### src/rtl/leaper_movegen.sv
// Generates the destination moves of a knight or king on a square board.
// Each of the eight offsets is visited in order. On-board targets are read
// from the board memory, and every legal destination is streamed out with a
// valid/ready handshake.
module leaper_movegen #(
    parameter int COORD_W = 3,
    parameter int SQ_W    = 5
) (
    input  logic               clk,
    input  logic               reset,
    input  logic               start,
    input  logic               mode,
    input  logic [COORD_W-1:0] row,
    input  logic [COORD_W-1:0] column,
    input  logic               color,
    output logic               busy,
    output logic               rd_en,
    output logic [COORD_W-1:0] rd_row,
    output logic [COORD_W-1:0] rd_col,
    input  logic [SQ_W-1:0]    rd_data,
    output logic               mv_valid,
    input  logic               mv_ready,
    output logic [COORD_W-1:0] mv_row,
    output logic [COORD_W-1:0] mv_col,
    output logic               mv_capture,
    output logic               done,
    output logic [7:0]         allow_mask
);

    localparam int TW = COORD_W + 1;

    typedef enum logic [2:0] {
        S_IDLE,
        S_ISSUE,
        S_CHECK,
        S_EMIT,
        S_DONE
    } state_t;

    state_t             state_q, state_d;
    logic [2:0]         k_q, k_d;
    logic               mode_q, mode_d;
    logic [COORD_W-1:0] row_q, row_d;
    logic [COORD_W-1:0] col_q, col_d;
    logic               color_q, color_d;
    logic [7:0]         mask_q, mask_d;
    logic               cap_q, cap_d;

    logic signed [2:0]    dr, dc;
    logic signed [TW-1:0] tgt_row, tgt_col;
    logic                 off_board;
    logic                 legal;
    logic                 advance;
    logic                 unused_type_bits;

    // Offset table: (dr, dc) for the current piece kind and offset index.
    always_comb begin
        dr = 3'sd0;
        dc = 3'sd0;
        case ({mode_q, k_q})
            4'b0_000: begin dr = -3'sd2; dc = -3'sd1; end
            4'b0_001: begin dr = -3'sd2; dc =  3'sd1; end
            4'b0_010: begin dr = -3'sd1; dc =  3'sd2; end
            4'b0_011: begin dr =  3'sd1; dc =  3'sd2; end
            4'b0_100: begin dr =  3'sd2; dc =  3'sd1; end
            4'b0_101: begin dr =  3'sd2; dc = -3'sd1; end
            4'b0_110: begin dr =  3'sd1; dc = -3'sd2; end
            4'b0_111: begin dr = -3'sd1; dc = -3'sd2; end
            4'b1_000: begin dr = -3'sd1; dc =  3'sd0; end
            4'b1_001: begin dr = -3'sd1; dc =  3'sd1; end
            4'b1_010: begin dr =  3'sd0; dc =  3'sd1; end
            4'b1_011: begin dr =  3'sd1; dc =  3'sd1; end
            4'b1_100: begin dr =  3'sd1; dc =  3'sd0; end
            4'b1_101: begin dr =  3'sd1; dc = -3'sd1; end
            4'b1_110: begin dr =  3'sd0; dc = -3'sd1; end
            default:  begin dr = -3'sd1; dc = -3'sd1; end
        endcase
    end

    // The true target lies in [-2, 2^COORD_W+1]. In TW-bit two's complement,
    // both negative and too-large values have the top bit set.
    assign tgt_row   = $signed({1'b0, row_q}) + TW'(dr);
    assign tgt_col   = $signed({1'b0, col_q}) + TW'(dc);
    assign off_board = tgt_row[TW-1] | tgt_col[TW-1];

    // A destination is legal if it is empty or holds an opposing piece.
    assign legal            = ~rd_data[0] | (rd_data[1] != color_q);
    assign unused_type_bits = ^rd_data[SQ_W-1:2];

    // Scan state register, with synchronous reset that clears all state.
    always_ff @(posedge clk) begin
        if (reset) begin
            state_q <= S_IDLE;
            k_q     <= '0;
            mode_q  <= 1'b0;
            row_q   <= '0;
            col_q   <= '0;
            color_q <= 1'b0;
            mask_q  <= '0;
            cap_q   <= 1'b0;
        end else begin
            state_q <= state_d;
            k_q     <= k_d;
            mode_q  <= mode_d;
            row_q   <= row_d;
            col_q   <= col_d;
            color_q <= color_d;
            mask_q  <= mask_d;
            cap_q   <= cap_d;
        end
    end

    // Next-state logic and strobes for the issue/check/emit walk.
    always_comb begin
        state_d  = state_q;
        k_d      = k_q;
        mode_d   = mode_q;
        row_d    = row_q;
        col_d    = col_q;
        color_d  = color_q;
        mask_d   = mask_q;
        cap_d    = cap_q;
        advance  = 1'b0;
        rd_en    = 1'b0;
        mv_valid = 1'b0;
        done     = 1'b0;
        case (state_q)
            S_IDLE: begin
                if (start) begin
                    mode_d  = mode;
                    row_d   = row;
                    col_d   = column;
                    color_d = color;
                    mask_d  = '0;
                    k_d     = '0;
                    state_d = S_ISSUE;
                end
            end
            S_ISSUE: begin
                if (off_board) begin
                    mask_d[k_q] = 1'b0;
                    advance     = 1'b1;
                end else begin
                    rd_en   = 1'b1;
                    state_d = S_CHECK;
                end
            end
            S_CHECK: begin
                if (legal) begin
                    mask_d[k_q] = 1'b1;
                    cap_d       = rd_data[0];
                    state_d     = S_EMIT;
                end else begin
                    mask_d[k_q] = 1'b0;
                    advance     = 1'b1;
                end
            end
            S_EMIT: begin
                mv_valid = 1'b1;
                if (mv_ready) begin
                    advance = 1'b1;
                end
            end
            S_DONE: begin
                done    = 1'b1;
                state_d = S_IDLE;
            end
            default: state_d = S_IDLE;
        endcase
        if (advance) begin
            if (k_q == 3'd7) begin
                state_d = S_DONE;
            end else begin
                k_d     = k_q + 3'd1;
                state_d = S_ISSUE;
            end
        end
    end

    // Address and move outputs are zero unless their strobe is active.
    // The target is stable through CHECK and EMIT because k is not changing.
    assign busy       = (state_q != S_IDLE);
    assign rd_row     = rd_en ? tgt_row[COORD_W-1:0] : '0;
    assign rd_col     = rd_en ? tgt_col[COORD_W-1:0] : '0;
    assign mv_row     = mv_valid ? tgt_row[COORD_W-1:0] : '0;
    assign mv_col     = mv_valid ? tgt_col[COORD_W-1:0] : '0;
    assign mv_capture = mv_valid & cap_q;
    assign allow_mask = mask_q;

endmodule

### config.mk
export PLATFORM = sky130hd
export DESIGN_NAME = leaper_movegen
export DESIGN_NICKNAME = d
export VERILOG_FILES = /design/src/rtl/leaper_movegen.sv
export SDC_FILE = /design/constraint.sdc
export NUM_CORES = 1
export LEC_CHECK = 0
export CORE_AREA = 4 4 82 53
export CTS_CLUSTER_SIZE = 16
export DETAILED_ROUTE_END_ITERATION = 8
export DIE_AREA = 0 0 86 57
export GPL_TIMING_DRIVEN = 1
export HOLD_SLACK_MARGIN = 0.12
export PLACE_DENSITY_LB_ADDON = 0.12
export SETUP_SLACK_MARGIN = 0.02
export SLEW_MARGIN = 20
export SYNTH_ARGS = -nofsm -noshare
export SYNTH_HDL_FRONTEND = slang
export SYNTH_SLANG_ARGS = --single-unit
### constraint.sdc
create_clock -name clk -period 4.9 [get_ports clk]
set_clock_uncertainty 0.15 [all_clocks]
set_input_delay 0.98 -clock clk [delete_from_list [all_inputs] [get_ports clk]]
set_output_delay 0.98 -clock clk [all_outputs]
set_load 0.05 [all_outputs]
# After elaboration in Yosys (flattened, before gate mapping)
# Memory sizes are Yosys's and may differ from the RTL's.
# Index checks and enable logic that the tools add are counted.
# op_classes
mux	28
reduce_logical	8
n_eq_ne	12
n_bitwise	7
n_lt_le_gt_ge	2
addsub	3
# op_table
op	n
$mux 3	13
$mux 8	3
$pmux 8 s3	1
$pmux 3 s4	1
$ne 3x3->1 const B	3
$add 4x3->4	2
$and 8x8->8	1
$mux 1	8
$not 8->8	1
$or 8x8->8	1
$eq 3x2->1 const B	2
$eq 3x3->1 const B	2
$ne 2x2->1 const B	3
$reduce_bool 3->1	2
$lt 3x4->1 const B	1
$reduce_and 2->1	2
$reduce_and 4->1	1
$add 3x1->3 const B	1
$demux 1 s3	1
$eq 3x1->1 const B	1
$ge 3x1->1 const B	1
$logic_not 3->1	1
$pmux 1 s3	1
$reduce_and 3->1	1
5 further kinds	6
# word_totals
out_inout_bits	25
mem_count	1
elab_cells	69
romBits	96
ff_bits	23
# mem_list
name	depth	word_bits	rd	rd_clocked_by_memory_dff	wr	line_no	rtl
(no name shown)	16	6	1	0	0	60	case ({mode_q, k_q})

# Depth between registers and ports, before layout
# Gate-level depths: netlist of run 1.
# logic_depth
depth_word	8
mapped_depth	13

# Least setup slack after synthesis of run 1
# OpenSTA, ideal clock, no wires.
# synth_timing
path_kind	register to output
startpoint	register k_q[0]
endpoint	output rd_col[2]
arrival_time_ps	3815
stages_incl_launch_ff	12
slack_ps	-45
cell_sequence	dfxtp_1 > clkbuf_1 > inv_1 > ha_1 > mux2i_1 > nor2_1 > a31oi_1 > ha_1 > a21o_1 > a21oi_4 > xor2_4 > nor4_1
# synth_via
elab_chain_len	6
word_cells_on_any_way	7
cone_classes	add/sub (2); mux (3); bitwise (1); memory (1)
# synth_rtl
item	line_no	rtl
from (decl)	41	logic [2:0] k_q, k_d;
from (signal assigned)	103	k_q <= k_d;
$mem_v2 16x6 (*)	--	
$add 4x3->4, on equally long branches	82, 83	
$or 1x1->1	84	assign off_board = tgt_row[TW-1] | tgt_col[TW-1];
$mux 1	140	if (off_board) begin
$mux 1	127	case (state_q)
$mux 3 (*)	184	assign rd_col = rd_en ? tgt_col[COORD_W-1:0] : '0;
to (decl)	19	output logic [COORD_W-1:0] rd_col,
# Mark *: on every way between the ends. The rest lies on a longest branch, timed or not.

# Final worst setup path of run 1
# layout_timing
startpoint	register k_q[0]
endpoint	output rd_col[1]
# The elaborated chain is that of the path after synthesis.

==> impl_metrics.csv, run 1 <==
group,metric,value,unit
status,status,"finished, final reports clean",
power_and_ir_drop,power.leakage,0.845,nW
job,maxCapViolCount,0,
floorplan,die_y,57,um
cells_and_area,final_common_cell,"nand2_1",
yosys,yosysWarnings,0,
setup_path,critPathArrivalTime,3430,ps
cells_and_area,multi_input_area,0.00114,mm2
cts,clk_latency,270,ps
cells_and_area,ff_latch_area,460,um2
sta,finalCritPeriodShare,0.931,
cells_and_area,finalNetCount,273,
power_and_ir_drop,p_total,0.000522,W
placed_design,io_buffers,38,
yosys,synthesis.nets,241,
setup_path,reg2reg_depth,12,
drt,wl_per_cell,14.8,um
sta,fin_hold_ws,317,ps
yosys,synth_top_flop_cell,"dfxtp_1",
sta,setup_viol,0,
sta,slew_headroom,0.475,
cts,cts_resized,0,
cts,post_cts_buffers,0,
global_routing,grt_pass1_wl,7260,um
drt,routed-via-count,1546,
sta,min_period,4560,ps
cells_and_area,fillers,372,
power_and_ir_drop,powerDensity,242,mW/mm2
drt,totalWireLength,4250,um
cts,ctsHoldBuffers,0,
setup_path,cp-endpoint,"rd_col[1]",
setup_path,crit_required,3770,ps
yosys,synth_area,0.00170,mm2
sta,drv_slew,0,
yosys,avgSynthCellArea,8.14,um2
setup_path,critPathMaxFanout,13,
cts,cts_buffer_depth,2,
floorplan,dieArea,0.00490,mm2
floorplan,io_pins,42,
yosys,async_flop_share,0,
global_routing,antenna_found_initial,0,
placed_design,dp_hpwl,3240,um
floorplan,initial_core_util,0.473,
setup_path,r2r_start,"k_q[0]$_SDFF_PP0_",
yosys,synth-edff-count,0,
cells_and_area,drive_gt1_frac,0.0917,
min_path,min_path_type,"reg2reg",
sta,fmaxAchievable,0.219,GHz
global_routing,grt_pass1_vias,1448,
global_routing,grt_overflow,0,
yosys,synthDominantCellAreaShare,0.271,
yosys,post_synth_num_cell_types,48,
cts,cts_tree,"yes",
cts,clock-sinks,23,
placed_design,routabilityCongestion,0.799,
drt,drt_iter0_markers,70,
power_and_ir_drop,vdd_drop_max,0.000161,V
setup_path,start_kind,"register",
drt,vias_per_cell,5.39,
yosys,ys_seq_area_frac,0.271,
global_routing,grt_max_degree,18,
floorplan,die-width,86,um
cells_and_area,final_cell_mix,"34 x nand2_1, 31 x clkdlybuf4s50_1, 23 x dfxtp_1",
setup_path,regToRegEndpoint,"allow_mask[7]$_SDFFE_PP0P_",
setup_path,cp-startpoint,"k_q[0]$_SDFF_PP0_",
cts,numCtsBuffers,3,
floorplan,placeableCoreArea,0.00359,mm2
cells_and_area,area_growth_syn_to_layout,26.8,%
global_routing,gr-usage-all-layers,0.184,
floorplan,core.rowCount,17,
drt,drt_pass1_iterations,4,
cts,clockRootBuffer,"clkbuf_8",
cts,h-tree-depth,1,
yosys,synth_top_area_cell,"dfxtp_1",
yosys,synth_cells,209,
yosys,synth_area_leaders,"dfxtp_1 27%, ha_1 9.6%, nand2_1 7.5%",
sta,hold_viol,0,
setup_path,r2r_slack,1350,ps
sta,grt_setup_unrepaired,"no",
setup_path,critPathKind,"reg2out",
drt,ant_nets,0,
sta,worst_pin_slew,782,ps
drt,drc_errors,0,
cts,clk_pin_slew,80,ps
setup_path,cp-end-kind,"output pin",
cells_and_area,antenna_cells,0,
yosys,synth_seq_cells,23,
==> final cells by class <==
class,instances,share of cell area
timing repair buffer,39,0.195
clock buffer,4,0.0209
tap,47,0.0272
inverter,10,0.0174
sequential,23,0.213
multi-input combinational,164,0.526
==> worst min path at each step <==
stage                                from  slack [ps]                          to  cells past startpoint
6_report            row_q[2]$_SDFFE_PP0P_         320       row_q[2]$_SDFFE_PP0P_                      2
3_5_place_dp   allow_mask[3]$_SDFFE_PP0P_         300  allow_mask[3]$_SDFFE_PP0P_                      2
4_1_cts        allow_mask[3]$_SDFFE_PP0P_         320  allow_mask[3]$_SDFFE_PP0P_                      2
5_1_grt             row_q[2]$_SDFFE_PP0P_         340       row_q[2]$_SDFFE_PP0P_                      2
3_3_place_gp        col_q[2]$_SDFFE_PP0P_         310       col_q[2]$_SDFFE_PP0P_                      2
2_1_floorplan       col_q[0]$_SDFFE_PP0P_         290       col_q[0]$_SDFFE_PP0P_                      2
==> critical path: stages, from the launching register on <==
cell and delay (ps):
dfxtp_1 600, inv_1 250, ha_1 260, nor3b_2 170, nor2_1 130, inv_1 60, ha_1 330, a21oi_1 220
a211oi_1 140, nor3_1 550, and3_1 300, buf_12 150
==> cells by family after synthesis <==
| family | share of synthesized area |
|---|---|
| compound gates | 0.204 |
| mux | 0.0529 |
| fa+ha+maj | 0.119 |
| flops | 0.271 |
| simple gates | 0.245 |
| buf+inv | 0.0618 |
| xor+xnor | 0.0463 |
==> power by group <==
part / leakage (nW) / internal (W) / switching (W)
Combinational: 0.635 / 0.0000758 / 0.000111
Sequential: 0.187 / 0.000195 / 0.0000156
Clock: 0.0228 / 0.0000583 / 0.0000659
Total: 0.845 / 0.000329 / 0.000192
==> through the flow <==
| stage | area (um2) | worst slack, ps | utilization | std cells | setup TNS [ps] |
|---|---|---|---|---|---|
| floorplan | 1700 | -45.2 | - | 209 | -90.5 |
| global placement | 2110 | 701 | 0.588 | 283 | 0 |
| detailed placement | 2110 | 642 | 0.588 | 283 | 0 |
| CTS | 2160 | 324 | 0.600 | 287 | 0 |
| global route | 2160 | 135 | 0.600 | 287 | 0 |
| finish | 2160 | 338 | 0.600 | 287 | 0 |
==> metal layers <==
metal  track usage  wire, um  vias to the layer above
li1              -         -                      797
met1         0.290      2270                      702
met2         0.255      1690                       43
met3        0.0418       256                        4
met4        0.0271        25                        0
met5             0         0                        -
==> synth_stat cells, types with 2 or more instances <==
cell type	number
o32ai_1	6
nand2b_1	3
fa_1	2
a31oi_1	2
and2_1	6
o211a_1	2
nor4_1	3
mux2_4	2
dfxtp_1	23
buf_2	3
a211oi_1	3
xnor2_1	3
and3_1	4
o21ai_0	6
ha_1	13
or2_2	2
mux2i_1	6
a21oi_1	20
nand3_1	2
clkbuf_1	6
nand2_1	34
nor2_1	16
inv_1	9
buf_6	2
nor3_1	8
==> registers in the layout (all words and copies together), names as in the netlist <==
name	count
row_q	3
mode_q	1
color_q	1
cap_q	1
k_q	3
col_q	3
state_q	3
allow_mask	8
(Power assumes the default switching activity.)
==> inputs of run 2 (changes only) <==
- SLEW_MARGIN: 20 -> default
==> results of run 2 <==
Same layout as run 1: the final DEF is identical, and so are final timing and power.
